<file path="config.mk">
export PLATFORM = sky130hd
export DESIGN_NAME = div_seq
export DESIGN_NICKNAME = d
export VERILOG_FILES = /design/src/rtl/div_pkg.sv /design/src/rtl/div_passo.sv /design/src/rtl/div_seq.sv
export SDC_FILE = /design/constraint.sdc
export NUM_CORES = 1
export LEC_CHECK = 0
export BUFFER_PORTS_ARGS = -buffer_cell sky130_fd_sc_hd__buf_2
export CAP_MARGIN = 20
export CELL_PAD_IN_SITES_DETAIL_PLACEMENT = 1
export CELL_PAD_IN_SITES_GLOBAL_PLACEMENT = 2
export CORE_MARGIN = 5
export CORE_UTILIZATION = 33
export CTS_CLUSTER_DIAMETER = 30
export DETAILED_ROUTE_END_ITERATION = 10
export GPL_TIMING_DRIVEN = 0
export PLACE_DENSITY_LB_ADDON = 0.1
export SETUP_SLACK_MARGIN = 0.15
export SLEW_MARGIN = 0
export SYNTH_ARGS = -nofsm -noshare
export SYNTH_HDL_FRONTEND = slang
export SYNTH_SLANG_ARGS = --single-unit
</file>
<file path="constraint.sdc">
create_clock -name clk -period 2.5 [get_ports clk]
set_input_delay 0.125 -clock clk [delete_from_list [all_inputs] [get_ports clk]]
set_output_delay 0.125 -clock clk [all_outputs]
set_load 0.1 [all_outputs]
</file>
<file path="src/rtl/div_pkg.sv">
// Shared types and constants for the sequential restoring divider.
package div_pkg;

  localparam int N_DEF = 8;

  // Wide enough for any practical N; div_seq slices it to its own width.
  localparam logic [63:0] QUOC_DIV0 = '1;

  typedef enum logic {
    OCIOSO = 1'b0,
    CALC   = 1'b1
  } estado_t;

endpackage

</file>
<file path="src/rtl/div_passo.sv">
// One combinational restoring-division step: shift in a dividend bit, subtract if it fits.
module div_passo #(
  parameter int N = 8
) (
  input  logic [N:0]   rem_in,
  input  logic         bit_in,
  input  logic [N-1:0] divisor,
  output logic [N:0]   rem_out,
  output logic         q_bit
);

  logic [N+1:0] shifted;

  always_comb begin
    shifted = {rem_in, bit_in};
    q_bit   = (shifted >= {2'b00, divisor});
    rem_out = q_bit ? (shifted[N:0] - {1'b0, divisor}) : shifted[N:0];
  end

endmodule

</file>
<file path="src/rtl/div_seq.sv">
// Sequential unsigned divider: one restoring step per clock, N steps per operation.
module div_seq
  import div_pkg::*;
#(
  parameter int N = N_DEF
) (
  input  logic         clk,
  input  logic         rst,
  input  logic         inicio,
  input  logic [N-1:0] dividendo,
  input  logic [N-1:0] divisor,
  output logic         ocupado,
  output logic [N-1:0] quoc,
  output logic [N:0]   rest,
  output logic         fim_div
);

  localparam int CW = (N > 1) ? $clog2(N) : 1;

  estado_t       estado_q, estado_d;
  logic [CW-1:0] cnt_q, cnt_d;
  logic [N-1:0]  dvd_q, dvd_d;
  logic [N-1:0]  dsr_q, dsr_d;
  logic [N:0]    rem_q, rem_d;
  logic [N-1:0]  quoc_q, quoc_d;
  logic [N:0]    rest_q, rest_d;
  logic          ocupado_q, ocupado_d;
  logic          fim_q, fim_d;

  logic [N:0]    rem_new;
  logic          q_bit;

  div_passo #(.N(N)) u_passo (
    .rem_in  (rem_q),
    .bit_in  (dvd_q[N-1]),
    .divisor (dsr_q),
    .rem_out (rem_new),
    .q_bit   (q_bit)
  );

  // The dividend register doubles as the quotient accumulator: each step
  // consumes its MSB and shifts the new quotient bit in at the LSB.
  always_comb begin
    // NOTE: every _d gets a default first so no path leaves it unassigned (no latches).
    estado_d  = estado_q;
    cnt_d     = cnt_q;
    dvd_d     = dvd_q;
    dsr_d     = dsr_q;
    rem_d     = rem_q;
    quoc_d    = quoc_q;
    rest_d    = rest_q;
    ocupado_d = ocupado_q;
    fim_d     = 1'b0;

    unique case (estado_q)
      OCIOSO: begin
        if (inicio) begin
          if (divisor != '0) begin
            dvd_d     = dividendo;
            dsr_d     = divisor;
            rem_d     = '0;
            cnt_d     = '0;
            estado_d  = CALC;
            ocupado_d = 1'b1;
          end else begin
            quoc_d = QUOC_DIV0[N-1:0];
            rest_d = {1'b0, dividendo};
            fim_d  = 1'b1;
          end
        end
      end
      CALC: begin
        dvd_d = {dvd_q[N-2:0], q_bit};
        rem_d = rem_new;
        cnt_d = cnt_q + 1'b1;
        if (cnt_q == CW'(N - 1)) begin
          quoc_d    = {dvd_q[N-2:0], q_bit};
          rest_d    = rem_new;
          fim_d     = 1'b1;
          ocupado_d = 1'b0;
          estado_d  = OCIOSO;
        end
      end
      default: estado_d = OCIOSO;
    endcase
  end

  // NOTE: sequential state uses <= so all flops update together from pre-edge values.
  always_ff @(posedge clk) begin
    if (rst) begin
      estado_q  <= OCIOSO;
      cnt_q     <= '0;
      dvd_q     <= '0;
      dsr_q     <= '0;
      rem_q     <= '0;
      quoc_q    <= '0;
      rest_q    <= '0;
      ocupado_q <= 1'b0;
      fim_q     <= 1'b0;
    end else begin
      estado_q  <= estado_d;
      cnt_q     <= cnt_d;
      dvd_q     <= dvd_d;
      dsr_q     <= dsr_d;
      rem_q     <= rem_d;
      quoc_q    <= quoc_d;
      rest_q    <= rest_d;
      ocupado_q <= ocupado_d;
      fim_q     <= fim_d;
    end
  end

  assign ocupado = ocupado_q;
  assign quoc    = quoc_q;
  assign rest    = rest_q;
  assign fim_div = fim_q;

endmodule

</file>
==> results of run 1 <==
[layout make-up]
type | count | area, um2 | share of cell area, %
multi-input cells | 214 | 1360 | 47.1
flip-flops and latches | 48 | 961 | 33.3
repair buffers | 36 | 180 | 6.24
well taps | 99 | 124 | 4.29
plain buffers | 17 | 109 | 3.77
clock buffers | 6 | 72.6 | 2.51
inverters | 12 | 45.0 | 1.56
clock inverters | 2 | 35.0 | 1.21
[final timing paths]
| path | startpoint | end | slack [ns] | depth (start not counted) |
|---|---|---|---|---|
| worst max register to register | dvd_q[7] | rem_q[6] | 0.28 | 10 |
| worst min register to register | ocupado | ocupado | 0.46 | 2 |
| worst max-delay path | dvd_q[7] | rem_q[6] | 0.28 | 10 |
| worst min-delay path | divisor[2] | dsr_q[2] | 0.06 | 3 |
[cells by family (layout without fill, tap and decap cells)]
group	Yosys count	after routing	synth area share, %
adders and majority gates	11	11	5.92
buffers and inverters	29	73	6.18
and+or+nand+nor	115	115	22.5
AOI/OAI and AO/OA	82	82	23.9
DFF	48	48	39.2
xor gates and xnor gates	4	4	1.43
muxes	2	2	0.868
[power groups by stage]
stage          Clock, W  Combinational, W  Sequential [W]
5_1_grt        0.000620          0.000973        0.000875
3_5_place_dp          0          0.000847        0.000883
6_report       0.000569          0.000893        0.000866
4_1_cts        0.000583          0.000891        0.000866
3_3_place_gp          0          0.000843        0.000883
2_1_floorplan         0          0.000605        0.000880
[worst max-delay path: stages, from the launching register on]
cell	delay, ns
dfxtp_1	0.35
inv_2	0.09
ha_1	0.15
inv_1	0.06
fa_2	0.37
nand3_2	0.12
nand3_2	0.12
a21o_2	0.28
clkbuf_8	0.18
and3_1	0.14
a221o_1	0.25
[timing repair]
action | 4_1_cts | 5_1_grt
gates resized for setup | 5 | 2
pin swaps | 0 | 0
endpoints found under the setup margin | 15 | 6
[flip-flops by register name, indices dropped and copies added, names as in the netlist, 3 cells and up]
name   flops
cnt_q      3
quoc       8
dvd_q      8
rest       9
dsr_q      8
rem_q      9
[per-stage QoR]
stage | setup slack, ns | utilization [%]
after CTS | 0.159 | 39.8
after global placement | 0.0909 | 38.0
final | 0.279 | 39.8
after global routing | 0.181 | 39.8
after floorplan | 0.414 | -
after detailed placement | 0.0489 | 38.0
[layer usage]
metal / track usage (%) / vias up
met3: 2.66 / 9
li1: - / 1135
met5: 0 / -
met4: 4.86 / 0
met1: 23.6 / 1122
met2: 27.8 / 34
[Yosys cell counts, drive strengths merged, types with 3 or more instances]
master	number
a221o	7
dfxtp	48
a31oi	5
nor2	39
buf	9
o21a	3
nand3	14
o21ai	19
nor2b	3
nand4	4
clkbuf	8
a21oi	19
xor2	3
ha	10
nand2	31
a211oi	12
and3	4
inv	12
nor4	8
a21o	3
==> out/metrics.cfg, run 1 <==
[sta]
setup-violations-final=0
final_hold_viol_count=0
fmax_mhz=450
whs_ns=0.0632
tightest_slew_ns=0.597
rsz0062_at_grt=false
period_share_pct=88.9
report.final.slew_viol_count=0
min_period_ns=2.22
slew_headroom_pct=60.2
finClkSkew_ns=0.00470
finalSetupTns_ns=0

[power_and_ir_drop]
comb_power_share_pct=38.4
p_int_w=0.00145
vdd_drop_max_uv=236
p_seq_share_pct=37.2
swShare_pct=37.8
finalPower_w=0.00233
p_per_area_mw_per_mm2=807
pwr-share-clk_pct=24.4
p_sw_w=0.000880
p_leak_nw=1.20

[logic_synthesis]
yosysTopAreaCell=dfxtp_1
yosysSeqAreaShare_pct=39.2
synth_nets=321
synth-seq-cells=48
syn_area_per_cell_um2=8.42
synth_warnings=0
synth_edf_count=0
synth_area_mm2=0.00245
yosysTopAreaCellShare_pct=39.2
dominantRegCellSynth=dfxtp_1
synthCells=291
yosysUniqueCellTypes=54
synth_async_sr_flop_share_pct=0
synthTopCellsByArea=dfxtp_1, nor2_1, ha_1, nand2_1, o21ai_0

[finish]
final_common_cell=dfxtp_1
nets=364
diodes=0
num-fill-cells=916
drive_above_1_share_pct=21.5
final_cell_count_no_fill=434
areaGrowthSynthToFinish_pct=17.8
final_cell_mix=dfxtp_1, buf_2, nor2_1
finalInstanceArea_mm2=0.00289

[die]
die_area_mm2=0.00925
die_w_um=96.2
num_rows=31
start_util_pct=33.8
io_pins=38
fp.coreArea_mm2=0.00725
die_y_um=96.2

[routing]
wl_met3_um=231
dr_total_vias=2300
maxUsedRoutingLayer=met4
met2_length_mm=3.45
wire_per_inst_um=17.4
first_iter_violations=93
met1_length_mm=3.76
first_pass_iters=4
final_antenna_net_count=0
via_per_inst=5.30
wl_mm=7.56
drc_errors=0

[worst_hold_path]
hp-class=in2reg

[critical_path]
cp.arrival_ns=2.42
crit_fanout=10
required_ns=2.69
worstSetupEndpointType=register
crit_type=reg2reg
worst_setup_path_start_kind=register

[place]
placed_cell_area_mm2=0.00275
post-dp-hpwl_mm=5.75
port_buffers=36
gp_congestion=0.770
dp.cells=426

[flow_run]
maxCapViolations=0

[clock_network]
clock_tree.buffer_depth=2
postCtsSetupBuffers=0
cts_tree=yes
clkTransAtPathRegs_ns=0.09
clk_latency_ns=0.30
numCtsBuffers=5
cts-htree-levels=2
cts_hold_buf=0
cts_num_sinks=48
clockRootBuffer=clkbuf_8

[global_route]
grt_pass1_wl_mm=12.2
grt_overflow=0
antenna_found_initial=0
grt_usage_pct=17.2
grt_pass1_vias=2351
grt_max_degree=15

[run_status]
status=finished clean

(Power assumes the default switching activity.)
==> run 2, diff against run 1 <==
Settings changed: CELL_PAD_IN_SITES_DETAIL_PLACEMENT 1 to unset, CELL_PAD_IN_SITES_GLOBAL_PLACEMENT 2 to unset, CORE_UTILIZATION 33 to 49, PLACE_DENSITY set to 0.7, PLACE_DENSITY_LB_ADDON 0.1 to unset.
==> run 2 against run 1 <==
Against the previous run:
- total power shrank 0.68%
- combinational power shrank 1%
- global-route usage grew 4.6 points
- critical path type unchanged
- largest cell class unchanged
- largest power group unchanged
- highest routed layer unchanged
==> out/metrics.cfg, run 2 (synthesis gave the netlist of run 1 again) <==
[routing]
wl_mm=6.46  ; -15%
first_iter_violations=173  ; +86%
first_pass_iters=4  ; unchanged
final_antenna_net_count=0  ; unchanged
via_per_inst=5.86  ; +10%
dr_total_vias=2354  ; +2.3%
drc_errors=0  ; unchanged
wire_per_inst_um=16.1  ; -7.7%

[critical_path]
worstSetupStartpoint=dvd_q[7]
required_ns=2.70  ; about the same
worst_path_dominant_cell_family=adder cells
slowest_delay_ns=0.36  ; about the same
slowest_stage=fa_2
crit_fanout=10  ; unchanged
worstSetupEndpointType=register
worstPathCellList=inv_1 -> ha_1 -> inv_1 -> fa_2 -> nand3_2 -> nand3_2 -> a21o_4 -> clkbuf_8 -> and3_1 -> a221o_1
worst_setup_path_start_kind=register
cp_num_buf_inv=3  ; unchanged
reg2reg_from=dvd_q[7]
cp.arrival_ns=2.43  ; about the same
crit_type=reg2reg

[sta]
final_hold_viol_count=0  ; unchanged
fmax_mhz=449  ; -0.15%
tightest_slew_ns=0.596  ; -0.000519 ns
setup-violations-final=0  ; unchanged
finClkSkew_ns=0.0110  ; +0.00633 ns
period_share_pct=89.0  ; +0.14 points
rsz0062_at_grt=false
slew_headroom_pct=60.2  ; about the same
min_period_ns=2.22  ; +0.00339 ns
report.final.slew_viol_count=0  ; unchanged
finalSetupTns_ns=0  ; unchanged

[finish]
final_common_cell=dfxtp_1
nets=364  ; unchanged
drive_above_1_share_pct=21.2  ; -0.30 points
diodes=0  ; unchanged
areaGrowthSynthToFinish_pct=16.4
finalInstanceArea_mm2=0.00285  ; -1.2%
final_cell_mix=dfxtp_1, buf_2, nor2_1
num-fill-cells=437  ; -52%

[place]
port_buffers=36  ; unchanged
post-dp-hpwl_mm=4.78  ; -17%
placed_cell_area_mm2=0.00271  ; -1.5%
gp_congestion=0.859  ; +12%

[die]
num_rows=25  ; -19%
die_area_mm2=0.00651  ; -30%
io_pins=38  ; unchanged
die_y_um=80.7  ; -16%
fp.coreArea_mm2=0.00479  ; -34%
start_util_pct=51.2  ; +17 points
die_w_um=80.7  ; -16%

[clock_network]
cts-htree-levels=2  ; unchanged
clk_latency_ns=0.31  ; about the same
cts_resized=0  ; -5
clockRootBuffer=clkbuf_8
clock_tree.buffer_depth=2  ; unchanged
clkTransAtPathRegs_ns=0.09  ; about the same
cts_tree=yes
cts_num_sinks=48  ; unchanged
cts_hold_buf=0  ; unchanged
numCtsBuffers=5  ; unchanged
postCtsSetupBuffers=0  ; unchanged

[power_and_ir_drop]
p_per_area_mw_per_mm2=811  ; +0.49%
p_leak_nw=1.20  ; about the same
vdd_drop_max_uv=576  ; +140%

[global_route]
grt_overflow=0  ; unchanged
grt_max_degree=15  ; unchanged
grt_pass1_wl_mm=11.0  ; -10%
grt_usage_pct=21.8  ; +4.6 points
grt_pass1_vias=2341  ; -0.43%
antenna_found_initial=0  ; unchanged

[run_status]
status=finished clean

[flow_run]
maxCapViolations=0  ; unchanged

[worst_hold_path]
hp-class=in2reg
hold_start=divisor[1]

## run 2: per-stage QoR
stage          instances  hold slack [ns]  util, %  worst slack (ns)  power (W)
5_1_grt              402           0.0652     59.6             0.140    0.00245
3_3_place_gp         394            0.381     56.7             0.207    0.00168
4_1_cts              402           0.0623     59.0             0.167    0.00224
3_5_place_dp         394            0.386     56.7             0.201    0.00169
6_report             402           0.0643     59.6             0.275    0.00231
2_1_floorplan        291            0.261        -             0.414    0.00148
## run 2: layout make-up
cell class	count	area (um2)	area share, %
Multi-Input combinational cell	214	1370	47.9
Tap cell	67	83.8	2.94
Timing Repair Buffer	36	180	6.32
Clock buffer	6	72.6	2.54
Sequential cell	48	961	33.7
Inverter	12	45.0	1.58
Buffer	17	109	3.82
Clock inverter	2	35.0	1.23
## run 2: path summary, 6_finish.rpt
kind | depth (start not counted) | to | slack, ns
setup reg to reg | 10 | rem_q[6] | 0.28
hold / removal | 3 | dsr_q[1] | 0.06
hold reg to reg | 2 | dsr_q[1] | 0.46
setup / recovery | 10 | rem_q[6] | 0.28
## run 2: worst reg2reg max path, cell delays in order, from the launching register on
cell and delay (ns):
dfxtp_1 0.34, inv_1 0.11, ha_1 0.17, inv_1 0.06, fa_2 0.36, nand3_2 0.11
nand3_2 0.14, a21o_4 0.27, clkbuf_8 0.16, and3_1 0.15, a221o_1 0.26
## run 2: metal layers
metal / up-vias / part of all wire, % / GRT usage [%]
met2: 83 / 47 / 33.6
met4: 0 / 1.1 / 7.26
met1: 1117 / 45 / 29.8
li1: 1148 / - / -
met3: 6 / 6.8 / 5.27
met5: - / 0 / 0
## run 2: power breakdown
group	total, W	switching, W	internal, W
logic	0.000883	0.000541	0.000343
registers	0.000865	0.0000473	0.000817
clock network	0.000564	0.000267	0.000297
==> run 3, diff against run 2 <==
Settings changed: PLACE_DENSITY 0.7 to 0.68.
==> run 3 against run 2 <==
Against the previous run:
- worst setup slack gained 0.036 ns
- combinational power grew 2%
- sequential share of layout area grew 0.21 points
- hold slack gained 0.017 ns
- wire length shrank 3.0%
- final cell count grew 0.25%
- final area shrank 0.61%
- critical path type unchanged
- highest routed layer unchanged
==> out/metrics.cfg, run 3 (synthesis gave the netlist of run 1 again) <==
[finish]
drive_above_1_share_pct=21.7  ; +0.53 points
areaGrowthSynthToFinish_pct=15.7
diodes=0  ; unchanged
multiInputGateArea_mm2=0.00136  ; -0.46%
nets=366  ; +0.55%
num-fill-cells=465  ; +6.4%
fin_util_pct=59.2  ; -0.37 points
seq_area_um2=961  ; unchanged
final_common_cell=dfxtp_1
final_cell_mix=dfxtp_1, buf_2, nor2_1

[critical_path]
r2r_setup_slack_ns=0.31  ; +0.04 ns
crit_type=reg2reg
required_ns=2.70  ; about the same
worstSetupEndpointType=register
slowest_delay_ns=0.36  ; about the same
cp.arrival_ns=2.39  ; -0.04 ns
slowest_stage=fa_2
worstPathCellList=inv_1 -> ha_1 -> inv_1 -> fa_2 -> nand3_2 -> nand3_2 -> a21o_2 -> clkbuf_8 -> and3_1 -> a221o_1
crit_fanout=10  ; unchanged
worst_setup_path_start_kind=register

[die]
io_pins=38  ; unchanged
die_w_um=80.7  ; unchanged
die_area_mm2=0.00651  ; unchanged
start_util_pct=51.2  ; unchanged
die_y_um=80.7  ; unchanged
fp.coreArea_mm2=0.00479  ; unchanged
num_rows=25  ; unchanged

[routing]
wl_mm=6.27  ; -3.0%
first_pass_iters=4  ; unchanged
wire_per_inst_um=15.6  ; -3.2%
via_per_inst=5.56  ; -5.0%
first_iter_violations=200  ; +16%
final_antenna_net_count=0  ; unchanged
drc_errors=0  ; unchanged
dr_total_vias=2241  ; -4.8%

[clock_network]
cts-htree-levels=2  ; unchanged
numCtsBuffers=5  ; unchanged
clk_latency_ns=0.30  ; about the same
clock_tree.buffer_depth=2  ; unchanged
clockRootBuffer=clkbuf_8
cts_num_sinks=48  ; unchanged
clkTransAtPathRegs_ns=0.09  ; about the same
cts_tree=yes

[global_route]
met3_usage_pct=5.04  ; -0.22 points
grt_overflow=0  ; unchanged
grtUsageMet1_pct=28.8  ; -1.0 points
grt_pass1_wl_mm=10.3  ; -6.2%
grt_max_degree=15  ; unchanged
busiest_layer=met2
grt_pass1_vias=2142  ; -8.5%
use_met2_pct=31.4  ; -2.2 points
antenna_found_initial=0  ; unchanged
grt_usage_pct=20.6  ; -1.2 points

[run_status]
status=finished clean

[place]
port_buffers=36  ; unchanged
post-dp-hpwl_mm=4.72  ; -1.1%
place_ws_ns=0.172  ; -0.0291 ns
gp_congestion=0.852  ; -0.84%

[power_and_ir_drop]
p_leak_nw=1.19  ; -0.52%
p_per_area_mw_per_mm2=781  ; -3.6%
vdd_drop_max_uv=475  ; -18%

[sta]
final_hold_viol_count=0  ; unchanged
finClkSkew_ns=0.00905  ; -0.00199 ns
min_period_ns=2.19  ; -0.0356 ns
tightest_slew_ns=0.599  ; +0.00284 ns
whs_ns=0.0808  ; +0.0166 ns
report.final.slew_viol_count=0  ; unchanged
rsz0062_at_grt=false
setup-violations-final=0  ; unchanged
slew_headroom_pct=60.0  ; -0.19 points
finalSetupTns_ns=0  ; unchanged
setup_ws_ns=0.311  ; +0.0356 ns
period_share_pct=87.6  ; -1.4 points
fmax_mhz=457  ; +1.6%

[worst_hold_path]
hp-class=in2reg

[flow_run]
maxCapViolations=0  ; unchanged

-- run 3: cell count changes in the layout (fill, tap and decap cells not counted) --
cell,before,now
a21o_2,0,1
a21o_4,1,0
buf_4,2,4
bufinv_16,1,0
clkbuf_1,7,6
clkinvlp_4,0,1
-- run 3: worst max-delay path: cells and delay by family (launching register included) --
kind                       cells  cell delay [ns]
DFF                            1             0.34
buffers and inverters          3             0.32
and+or+nand+nor                3             0.36
AOI/OAI and AO/OA              2             0.53
adders and majority gates      2             0.53
-- run 3: cell type report --
class                   instances  share of cell area [%]
flip-flops and latches         48                    33.9
plain buffers                  17                    3.84
repair buffers                 38                    6.88
clock buffers                   5                    2.43
clock inverters                 2                   0.441
multi-input cells             214                    48.0
inverters                      12                    1.59
well taps                      67                    2.96
-- run 3: path summary, 6_finish.rpt --
| check | startpoint | cells after the start | end |
|---|---|---|---|
| min reg2reg | dsr_q[7] | 2 | dsr_q[7] |
| max reg2reg | dvd_q[7] | 10 | rem_q[6] |
| max | dvd_q[7] | 10 | rem_q[6] |
| min | rst | 2 | fim_div |
-- run 3: report_power, final --
group | switching (W) | internal, W | total [W] | leakage [nW]
Sequential | 0.0000459 | 0.000817 | 0.000863 | 0.391
Clock | 0.000259 | 0.000190 | 0.000449 | 0.0400
Combinational | 0.000532 | 0.000370 | 0.000902 | 0.759
Total | 0.000837 | 0.00138 | 0.00221 | 1.19
-- run 3: timing repair --
item	4_1_cts	5_1_grt
hold buffers	0	0
hold endpoints to repair	0	0
setup endpoints to repair	1	18
cloned	0	0
pin swaps	0	1
buffers inserted	0	2
gates resized for setup	1	5
-- run 3: metal layers --
layer,vias to the layer above,wire (um)
li1,1145,-
met1,1045,3040
met2,47,2840
met3,4,336
met4,0,59
met5,-,0
-- run 3: through the flow --
step | power [W] | cells | area, um2
final | 0.00221 | 403 | 2840
after global routing | 0.00236 | 403 | 2840
after CTS | 0.00215 | 401 | 2800
after detailed placement | 0.00169 | 394 | 2710
after global placement | 0.00168 | 394 | 2710
after floorplan | 0.00148 | 291 | 2450
